<file path="src/rtl/vdp18_pkg.sv">
`default_nettype none
// +----------------------------------------------------------------------+
// | vdp18_pkg                                                            |
// | Shared VRAM access types, sequencer states and timing constants.     |
// | Rev 1.0                                                              |
// +----------------------------------------------------------------------+
package vdp18_pkg;

    typedef enum logic [3:0] {
        AC_NONE,
        AC_PNT,
        AC_PGT,
        AC_CT,
        AC_STST,
        AC_SATY,
        AC_SATX,
        AC_SATN,
        AC_SATC,
        AC_SPTH,
        AC_SPTL,
        AC_CPU,
        AC_REFR
    } access_t;

    typedef enum logic [0:0] {SCAN, DONE}    scan_t;
    typedef enum logic [0:0] {F_IDLE, F_RUN} fetch_t;

    localparam logic signed [8:0] hv_first_pix_c    = -9'sd86;
    localparam logic signed [8:0] hv_sprite_start_c = -9'sd80;
    localparam logic signed [8:0] hv_fetch_end_c    = -9'sd33;
    localparam logic [2:0]        c_sub_last        = 3'd5;

    // The low pattern byte only exists for 16x16 sprites; otherwise the slot goes to the CPU.
    function automatic access_t sprite_fetch_type(input logic [2:0] sub, input logic size16);
        access_t t;
        case (sub)
            3'd0:    t = AC_SATY;
            3'd1:    t = AC_SATX;
            3'd2:    t = AC_SATN;
            3'd3:    t = AC_SATC;
            3'd4:    t = AC_SPTH;
            default: t = size16 ? AC_SPTL : AC_CPU;
        endcase
        return t;
    endfunction

endpackage
`default_nettype wire

</file>
<file path="src/rtl/vdp18_cpu_arb.sv">
`default_nettype none
// +----------------------------------------------------------------------+
// | vdp18_cpu_arb                                                        |
// | Latches CPU VRAM requests and grants them on CPU access strobes.     |
// | Rev 1.0                                                              |
// +----------------------------------------------------------------------+
module vdp18_cpu_arb
    import vdp18_pkg::*;
(
    input  logic    clk,
    input  logic    reset,
    input  logic    strobe,
    input  access_t access_type,
    input  logic    cpu_req,
    output logic    cpu_ack
);

    logic r_pend;

    assign cpu_ack = strobe && (access_type == AC_CPU) && r_pend;

    // A grant wins over a still-asserted request so one request yields one ack.
    always_ff @(posedge clk) begin
        if (reset) begin
            r_pend <= 1'b0;
        end else if (cpu_ack) begin
            r_pend <= 1'b0;
        end else if (cpu_req) begin
            r_pend <= 1'b1;
        end
    end

endmodule
`default_nettype wire

</file>
<file path="src/rtl/vdp18_access_sched.sv">
`default_nettype none
// +----------------------------------------------------------------------+
// | vdp18_access_sched                                                   |
// | Assigns a VRAM access type to every 2-pixel slot and strobes it.     |
// | Rev 1.0                                                              |
// +----------------------------------------------------------------------+
module vdp18_access_sched
    import vdp18_pkg::*;
#(
    parameter int REFR_EVERY = 8
) (
    input  logic              clk_i,
    input  logic              reset_i,
    input  logic              clk_en_5m37_i,
    input  logic signed [8:0] num_pix_i,
    input  logic signed [8:0] num_line_i,
    input  logic              vert_inc_i,
    input  logic              reg_blank_i,
    input  logic              reg_size1_i,
    input  logic              stop_sprite_i,
    input  logic              cpu_req_i,
    output logic              cpu_ack_o,
    output access_t           access_type_o,
    output logic              clk_en_acc_o
);

    scan_t   r_scan,  scan_next;
    fetch_t  r_fetch, fetch_next;
    logic [2:0] r_sub, sub_next;
    access_t r_type,  type_next;
    logic    r_acc;

    logic       w_even_tick, w_odd_tick, w_active, w_in_window, w_refr_slot;
    logic [7:0] w_slot;

    assign w_even_tick = clk_en_5m37_i && !num_pix_i[0];
    assign w_odd_tick  = clk_en_5m37_i &&  num_pix_i[0];
    assign w_active    = reg_blank_i && !num_line_i[8] && (num_line_i <= 9'sd191);
    assign w_in_window = (num_pix_i >= hv_sprite_start_c) && (num_pix_i <= hv_fetch_end_c);
    assign w_slot      = 8'($unsigned(num_pix_i - hv_first_pix_c) >> 1);
    assign w_refr_slot = (int'(w_slot) % REFR_EVERY) == 0;

    always_comb begin
        scan_next  = r_scan;
        fetch_next = r_fetch;
        sub_next   = r_sub;
        type_next  = r_type;

        if (vert_inc_i) begin
            scan_next = SCAN;
        end else if (r_acc && (r_type == AC_STST) && stop_sprite_i) begin
            scan_next = DONE;
        end

        if (r_acc && (r_fetch == F_RUN) && stop_sprite_i) begin
            fetch_next = F_IDLE;
        end
        if (w_odd_tick && (num_pix_i == hv_fetch_end_c)) begin
            fetch_next = F_IDLE;
        end

        if (w_even_tick) begin
            if (w_active && !num_pix_i[8]) begin
                case (num_pix_i[2:1])
                    2'd0:    type_next = AC_PNT;
                    2'd1:    type_next = AC_PGT;
                    2'd2:    type_next = AC_CT;
                    default: type_next = (r_scan == SCAN) ? AC_STST : AC_CPU;
                endcase
            end else if (w_active && (num_pix_i == hv_sprite_start_c)) begin
                // No sprites found on the line: skip the whole attribute fetch.
                if (stop_sprite_i) begin
                    fetch_next = F_IDLE;
                    type_next  = AC_CPU;
                end else begin
                    fetch_next = F_RUN;
                    sub_next   = 3'd0;
                    type_next  = sprite_fetch_type(3'd0, reg_size1_i);
                end
            end else if (w_active && w_in_window && (fetch_next == F_RUN)) begin
                sub_next  = (r_sub == c_sub_last) ? 3'd0 : r_sub + 3'd1;
                type_next = sprite_fetch_type(sub_next, reg_size1_i);
            end else begin
                type_next = w_refr_slot ? AC_REFR : AC_CPU;
            end
        end
    end

    always_ff @(posedge clk_i) begin
        if (reset_i) begin
            r_scan  <= SCAN;
            r_fetch <= F_IDLE;
            r_sub   <= 3'd0;
            r_type  <= AC_NONE;
            r_acc   <= 1'b0;
        end else begin
            r_scan  <= scan_next;
            r_fetch <= fetch_next;
            r_sub   <= sub_next;
            r_type  <= type_next;
            r_acc   <= w_odd_tick;
        end
    end

    assign access_type_o = r_type;
    assign clk_en_acc_o  = r_acc;

    vdp18_cpu_arb u_cpu_arb (
        .clk         (clk_i),
        .reset       (reset_i),
        .strobe      (r_acc),
        .access_type (r_type),
        .cpu_req     (cpu_req_i),
        .cpu_ack     (cpu_ack_o)
    );

endmodule
`default_nettype wire
</file>
<file path="config.mk">
export PLATFORM = sky130hd
export DESIGN_NAME = vdp18_access_sched
export DESIGN_NICKNAME = d
export VERILOG_FILES = /design/src/rtl/vdp18_pkg.sv /design/src/rtl/vdp18_cpu_arb.sv /design/src/rtl/vdp18_access_sched.sv
export SDC_FILE = /design/constraint.sdc
export NUM_CORES = 1
export LEC_CHECK = 0
export BUFFER_PORTS_ARGS = -buffer_cell sky130_fd_sc_hd__buf_2
export CAP_MARGIN = 20
export CORE_ASPECT_RATIO = 1.5
export CORE_UTILIZATION = 44
export CTS_BUF_LIST = sky130_fd_sc_hd__clkbuf_8 sky130_fd_sc_hd__clkbuf_16
export DETAILED_ROUTE_END_ITERATION = 10
export GPL_ROUTABILITY_DRIVEN = 1
export PLACE_DENSITY = 0.75
export SLEW_MARGIN = 20
export SYNTH_ARGS = -nofsm -noshare
export SYNTH_HDL_FRONTEND = slang
export SYNTH_SLANG_ARGS = --single-unit
export TNS_END_PERCENT = 20
</file>
<file path="constraint.sdc">
create_clock -name clk_i -period 1.7 [get_ports clk_i]
set_input_delay 0.17 -clock clk_i [delete_from_list [all_inputs] [get_ports clk_i]]
set_output_delay 0.17 -clock clk_i [all_outputs]
set_load 0.01 [all_outputs]
</file>
==> results.yml, run 1 <==
drt:
  dr_total_vias: 1040
  drt_pre_antenna_iters: 4
  via_per_inst: 5.84
  avgRoutedWirePerCell_um: 13.9
  wl_um: 2480
  detail-route-antenna-nets: 0
  remaining_drc_errors: 0
  drt_first_iter_violations: 23
cells_and_area:
  finalNetCount: 190
  fin_area_um2: 1260
  drive_gt1_share_pct: 38.2
  syn2layout_area_growth_pct: 39.2
  antenna_cells: 0
  final_util_pct: 67.2
hold_path:
  worstHoldPathType: "in -> reg"
logic_synthesis:
  synth_cell_types: 40
  yosysTopAreaCell: "dfxtp_1"
  avgSynthCellArea_um2: 8.24
  synth_seq_area_share_pct: 24.3
  synth_seq_cells: 11
  synth_cells: 110
  yosysMostFrequentCell: "dfxtp_1"
  synth_top_area_share_pct: 24.3
  yosys_most_used_dff: "dfxtp_1"
  syn-num-nets: 142
  synthTopCellsByArea: "dfxtp_1, ha_1, mux2i_1"
  async_flop_share_pct: 0
  synth_area_um2: 906
  synth_edf_count: 0
  yosys_warnings: 0
  synthTopCellsByCount: "dfxtp_1, nand2_1, inv_1"
timing:
  fin_tns_setup_ps: 0
  hold_violations: 0
  period_minus_slack_ps: 1630
  worstMarginPinSlew_ps: 448
  finClkSkew_ps: 0.595
  worst_slack_ps: 66.2
  maxSlewHeadroom_pct: 70.1
  report.final.setup_viol: 0
  fmax_ghz: 0.612
  rsz0062_at_grt: "yes"
  slew_violations: 0
  fin_crit_sh_pct: 96.1
placement:
  io_buffers: 25
  place.gp.congestion: 0.877
  post-place-ws_ps: -166
  post_dp_cell_area_um2: 1180
  dp_hpwl_um: 1940
floorplan:
  num_rows: 19
  die_w_um: 39.0
  die-area_um2: 2250
  start_util_pct: 48.2
  die_h_um: 57.6
  boundaryPins: 32
  core_region_area_um2: 1880
cts:
  numCtsBuffers: 3
  cts-root-buf: "clkbuf_8"
  cts.path.max_buffers: 2
  numClockSinks: 11
  path_clk_slew_ps: 50
  cts_max_level: 1
  cts_tree: "yes"
  cts_hold_buf: 0
  clock_latency_ps: 240
global_routing:
  antenna_found_initial: 0
  grt_pass1_vias: 926
  grt_overflow: 0
  grt_usage_pct: 23.6
  grt_max_degree: 9
  grt_pass1_wl_um: 3820
job:
  drv_cap: 0
worst_setup_path:
  startpoint: "num_pix_i[6]"
  cp-start-kind: "input port"
  endpoint: "r_sub[2]"
  end_kind: "flop"
  rrSetupSlack_ps: 200
  r2r_cells: 5
  r2r-end: "access_type_o[2]"
  timing.rr.start: "clk_en_acc_o"
  worstSetupPathType: "in -> reg"
  arrival_ps: 1740
  cp.required_ps: 1810
  cp_max_fo: 5
power:
  p_leak_nw: 0.570
  vdd_drop_max_v: 0.000398
  power_density_nw_per_um2: 551
run_status:
  outcome: "complete, no violations"
[cells in the final DEF, fill, tap and decap left out, types with 5 or more instances in the layout]
| cell | netlist | final |
|---|---|---|
| a21oi_1 | 7 | 7 |
| nor2_1 | 7 | 7 |
| buf_4 | 0 | 16 |
| o21ai_0 | 6 | 5 |
| buf_2 | 0 | 25 |
| dfxtp_1 | 11 | 11 |
| inv_1 | 8 | 9 |
| ha_1 | 6 | 6 |
| nand2_1 | 9 | 9 |
[what timing repair did]
action                                  in CTS  in global routing
buffers inserted                             0                  2
resized for setup                            0                  7
endpoints found under the setup margin       0                  2
[sequential cells by signal, summed over array words and instances (netlist names)]
name / flops
access_type_o: 4
clk_en_acc_o: 1
r_fetch: 1
r_scan: 1
r_sub: 3
u_cpu_arb.r_pend: 1
[layer usage]
metal | track usage (%) | share of wire, %
met2 | 42.9 | 56
met5 | 0 | 0
met3 | 2.33 | 3.4
met1 | 25.9 | 39
met4 | 10.3 | 1.8
[worst max-delay path, stage by stage]
cell and delay (ps):
buf_2 100, or4b_4 540, nor4_4 410, nand2_2 140
buf_6 150, o31ai_2 160, a21oi_1 70
[stage by stage]
step	cells	hold slack, ps	total power [mW]
after floorplan	110	239	0.350
after global placement	172	337	0.425
after detailed placement	172	340	0.431
after CTS	176	91.7	0.688
after global routing	178	98.3	0.717
final	178	83.9	0.694
[final cells by class]
class,count,area [um^2]
flip-flops and latches,11,220
well taps,21,26.3
clock buffers,3,41.3
clock inverters,1,3.75
fillers,169,617
multi-input cells,91,672
repair buffers,43,268
inverters,8,30.0
[worst min path at each step]
stage / start / endpoint / depth (start not counted)
after floorplan: reset_i / r_fetch / 1
after global placement: vert_inc_i / r_scan / 2
after detailed placement: vert_inc_i / r_scan / 2
after CTS: vert_inc_i / r_scan / 2
after global routing: vert_inc_i / r_scan / 2
final: vert_inc_i / r_scan / 2
[power breakdown]
group	switching, mW	total, mW	internal (mW)
Clock	0.107	0.267	0.159
Combinational	0.0814	0.152	0.0705
Sequential	0.00766	0.276	0.268
Total	0.196	0.694	0.498
[kinds of logic (layout without fill, tap and decap cells)]
family	after synthesis	in the layout	synth area share [%]
adders and majority gates	6	6	8.29
muxes	5	5	5.66
xor gates and xnor gates	1	1	0.967
buffers and inverters	8	55	3.32
AOI/OAI and AO/OA	32	32	24.3
and+or+nand+nor	47	47	33.1
DFF	11	11	24.3
(Power assumes the default switching activity.)
==> run 2, diff against run 1 <==
--- a/config.mk
+++ b/config.mk
@@ -5,14 +5,14 @@
 export SDC_FILE = /design/constraint.sdc
 export NUM_CORES = 1
 export LEC_CHECK = 0
+export ABC_AREA = 1
 export BUFFER_PORTS_ARGS = -buffer_cell sky130_fd_sc_hd__buf_2
 export CAP_MARGIN = 20
 export CORE_ASPECT_RATIO = 1.5
-export CORE_UTILIZATION = 44
+export CORE_UTILIZATION = 30
 export CTS_BUF_LIST = sky130_fd_sc_hd__clkbuf_8 sky130_fd_sc_hd__clkbuf_16
 export DETAILED_ROUTE_END_ITERATION = 10
 export GPL_ROUTABILITY_DRIVEN = 1
-export PLACE_DENSITY = 0.75
 export SLEW_MARGIN = 20
 export SYNTH_ARGS = -nofsm -noshare
 export SYNTH_HDL_FRONTEND = slang
==> run 2 against run 1 <==
Via count fell by 4.1%. Power down 4.1%. Routed wire length is 15% lower. Sequential share of layout area grew 1.4 points. Final area shrank 7.4%. Worst hold slack improved by 8.8 ps. Clock power is 1% lower. Critical path depth up 1. Synthesized cell count up 37%. Critical endpoint is now access_type_o[3]. Largest power group unchanged.
==> results.yml, run 2 <==
worst_setup_path:
  path_buf_inv: 1
  cp_max_fo: 4
  cp-start-kind: "flop"
  rrSetupSlack_ps: 420
  crit_slowest_cell: "dfxtp_1"
  cp_slowest_stage_delay_ps: 340
  end_kind: "flop"
  r2r_cells: 8
  cp.required_ps: 1830
  path_cells: "a21boi_0 -> nand2_1 -> inv_2 -> nand3_4 -> nand2_4 -> nand3_1 -> a21oi_1 -> nor2_1"
  r2r-end: "access_type_o[3]"
  crit_family: "simple AND/OR/NAND/NOR gates"
  arrival_ps: 1410
  timing.rr.start: "clk_en_acc_o"
  worstSetupPathType: "reg -> reg"
  path_depth: 8
cts:
  cts.path.max_buffers: 2
  path_clk_slew_ps: 50
  cts_max_level: 1
  post_cts_buffers: 0
  cts_tree: "yes"
  clock_latency_ps: 240
  numCtsBuffers: 3
  cts-root-buf: "clkbuf_8"
  cts_hold_buf: 0
  ctsResizeCount: 0
  numClockSinks: 11
run_status:
  outcome: "complete, no violations"
timing:
  period_minus_slack_ps: 1280
  report.final.setup_viol: 0
  fin_tns_setup_ps: 0
  hold_violations: 0
  fin_crit_sh_pct: 75.4
  finClkSkew_ps: 4.07
  rsz0062_at_grt: "no"
  maxSlewHeadroom_pct: 77.5
  whs_ps: 92.7
  slew_violations: 0
  fmax_ghz: 0.780
  worst_slack_ps: 419
  worstMarginPinSlew_ps: 335
hold_path:
  worstHoldPathType: "in -> reg"
  holdPathStages: 2
  worstHoldStart: "vert_inc_i"
  min_to: "r_scan"
cells_and_area:
  fin_cells: 220
  final_common_cell: "nand2_1"
  antenna_cells: 0
  fin_area_um2: 1170
  largest_register_ffs: 4
  layout_common_cells: "nand2_1, inv_1, buf_2"
  finalNetCount: 214
  syn2layout_area_growth_pct: 24.1
  final_util_pct: 39.7
  drive_gt1_share_pct: 23.8
floorplan:
  start_util_pct: 32.0
  core_region_area_um2: 2940
  die_h_um: 70.6
  boundaryPins: 32
  die_w_um: 47.7
  die-area_um2: 3370
  num_rows: 24
logic_synthesis:
  synthTopCellsByArea: "dfxtp_1, nand2_1, inv_1"
  synth_seq_cells: 11
  synth_edf_count: 0
  synth_cell_types: 25
  syn-num-nets: 183
  synth_seq_area_share_pct: 23.4
  yosys_most_used_dff: "dfxtp_1"
  yosysMostFrequentCell: "nand2_1"
  synth_top_area_share_pct: 23.4
  synthTopCellsByCount: "nand2_1, inv_1, nor2_1"
  yosys_warnings: 0
  synth_cells: 151
  yosysTopAreaCell: "dfxtp_1"
  async_flop_share_pct: 0
  synth_area_um2: 941
  avgSynthCellArea_um2: 6.23
drt:
  drt_pre_antenna_iters: 4
  via_per_inst: 4.53
  wl_um: 2100
  drt_first_iter_violations: 13
  avgRoutedWirePerCell_um: 9.54
  detail-route-antenna-nets: 0
  remaining_drc_errors: 0
  dr_total_vias: 997
global_routing:
  grt_max_degree: 9
  grt_pass1_wl_um: 3630
  grt_pass1_vias: 912
  grt_overflow: 0
  antenna_found_initial: 0
  grt_usage_pct: 14.7
power:
  power_density_nw_per_um2: 570
  power_mw: 0.666
  p_leak_nw: 0.609
  vdd_drop_max_v: 0.000318
placement:
  dp.cells: 216
  post_dp_cell_area_um2: 1120
  place.gp.congestion: 0.755
  post-place-ws_ps: 291
  dp_hpwl_um: 1790
  io_buffers: 25
job:
  drv_cap: 0
## run 2: changes by cell type in the layout (fill, tap and decap cells not counted), sizes merged, moves of 4 or more
cell / delta
buf: -17
nand2: +28
nor2b: -4
nand3: +11
nand4: +6
inv: +20
mux2i: -4
nor2: +15
## run 2: cell families (layout without fill, tap and decap cells)
family / Yosys count / count (layout) / share of synthesized area, %
buffers and inverters: 29 / 59 / 11.6
DFF: 11 / 11 / 23.4
AOI/OAI and AO/OA: 20 / 20 / 12.9
and+or+nand+nor: 85 / 85 / 44.2
adders and majority gates: 6 / 6 / 7.98
## run 2: worst register-to-register path, cell delays in order (launching register included)
cell      delay, ps
dfxtp_1         340
a21boi_0        180
nand2_1         120
inv_2            90
nand3_4          80
nand2_4          90
nand3_1          70
a21oi_1         140
nor2_1           50
## run 2: metal layers
metal  GRT usage [%]  share of wire (%)  vias up
li1                -                  -      541
met1            16.6                 43      430
met2            24.5                 51       19
met3            2.81                2.8        7
met4            7.72                3.0        0
met5               0                  0        -
## run 2: worst max-delay path by stage
stage | startpoint | endpoint
after detailed placement | num_pix_i[2] | access_type_o[3]
after CTS | clk_en_acc_o | access_type_o[3]
after floorplan | clk_en_acc_o | r_sub[2]
after global placement | num_pix_i[2] | r_sub[2]
final | clk_en_acc_o | access_type_o[3]
after global routing | clk_en_acc_o | r_sub[2]
## run 2: area by class of cell
type | count | area, um^2
Clock buffer | 3 | 41.3
Clock inverter | 1 | 3.75
Fill cell | 360 | 1780
Inverter | 29 | 109
Multi-Input combinational cell | 111 | 612
Sequential cell | 11 | 220
Tap cell | 39 | 48.8
Timing Repair Buffer | 26 | 133
## run 2: power by group
group | internal, mW | total (mW) | switching, mW
Combinational | 0.0507 | 0.127 | 0.0765
Clock | 0.159 | 0.263 | 0.104
Sequential | 0.267 | 0.275 | 0.00795
Total | 0.477 | 0.666 | 0.189
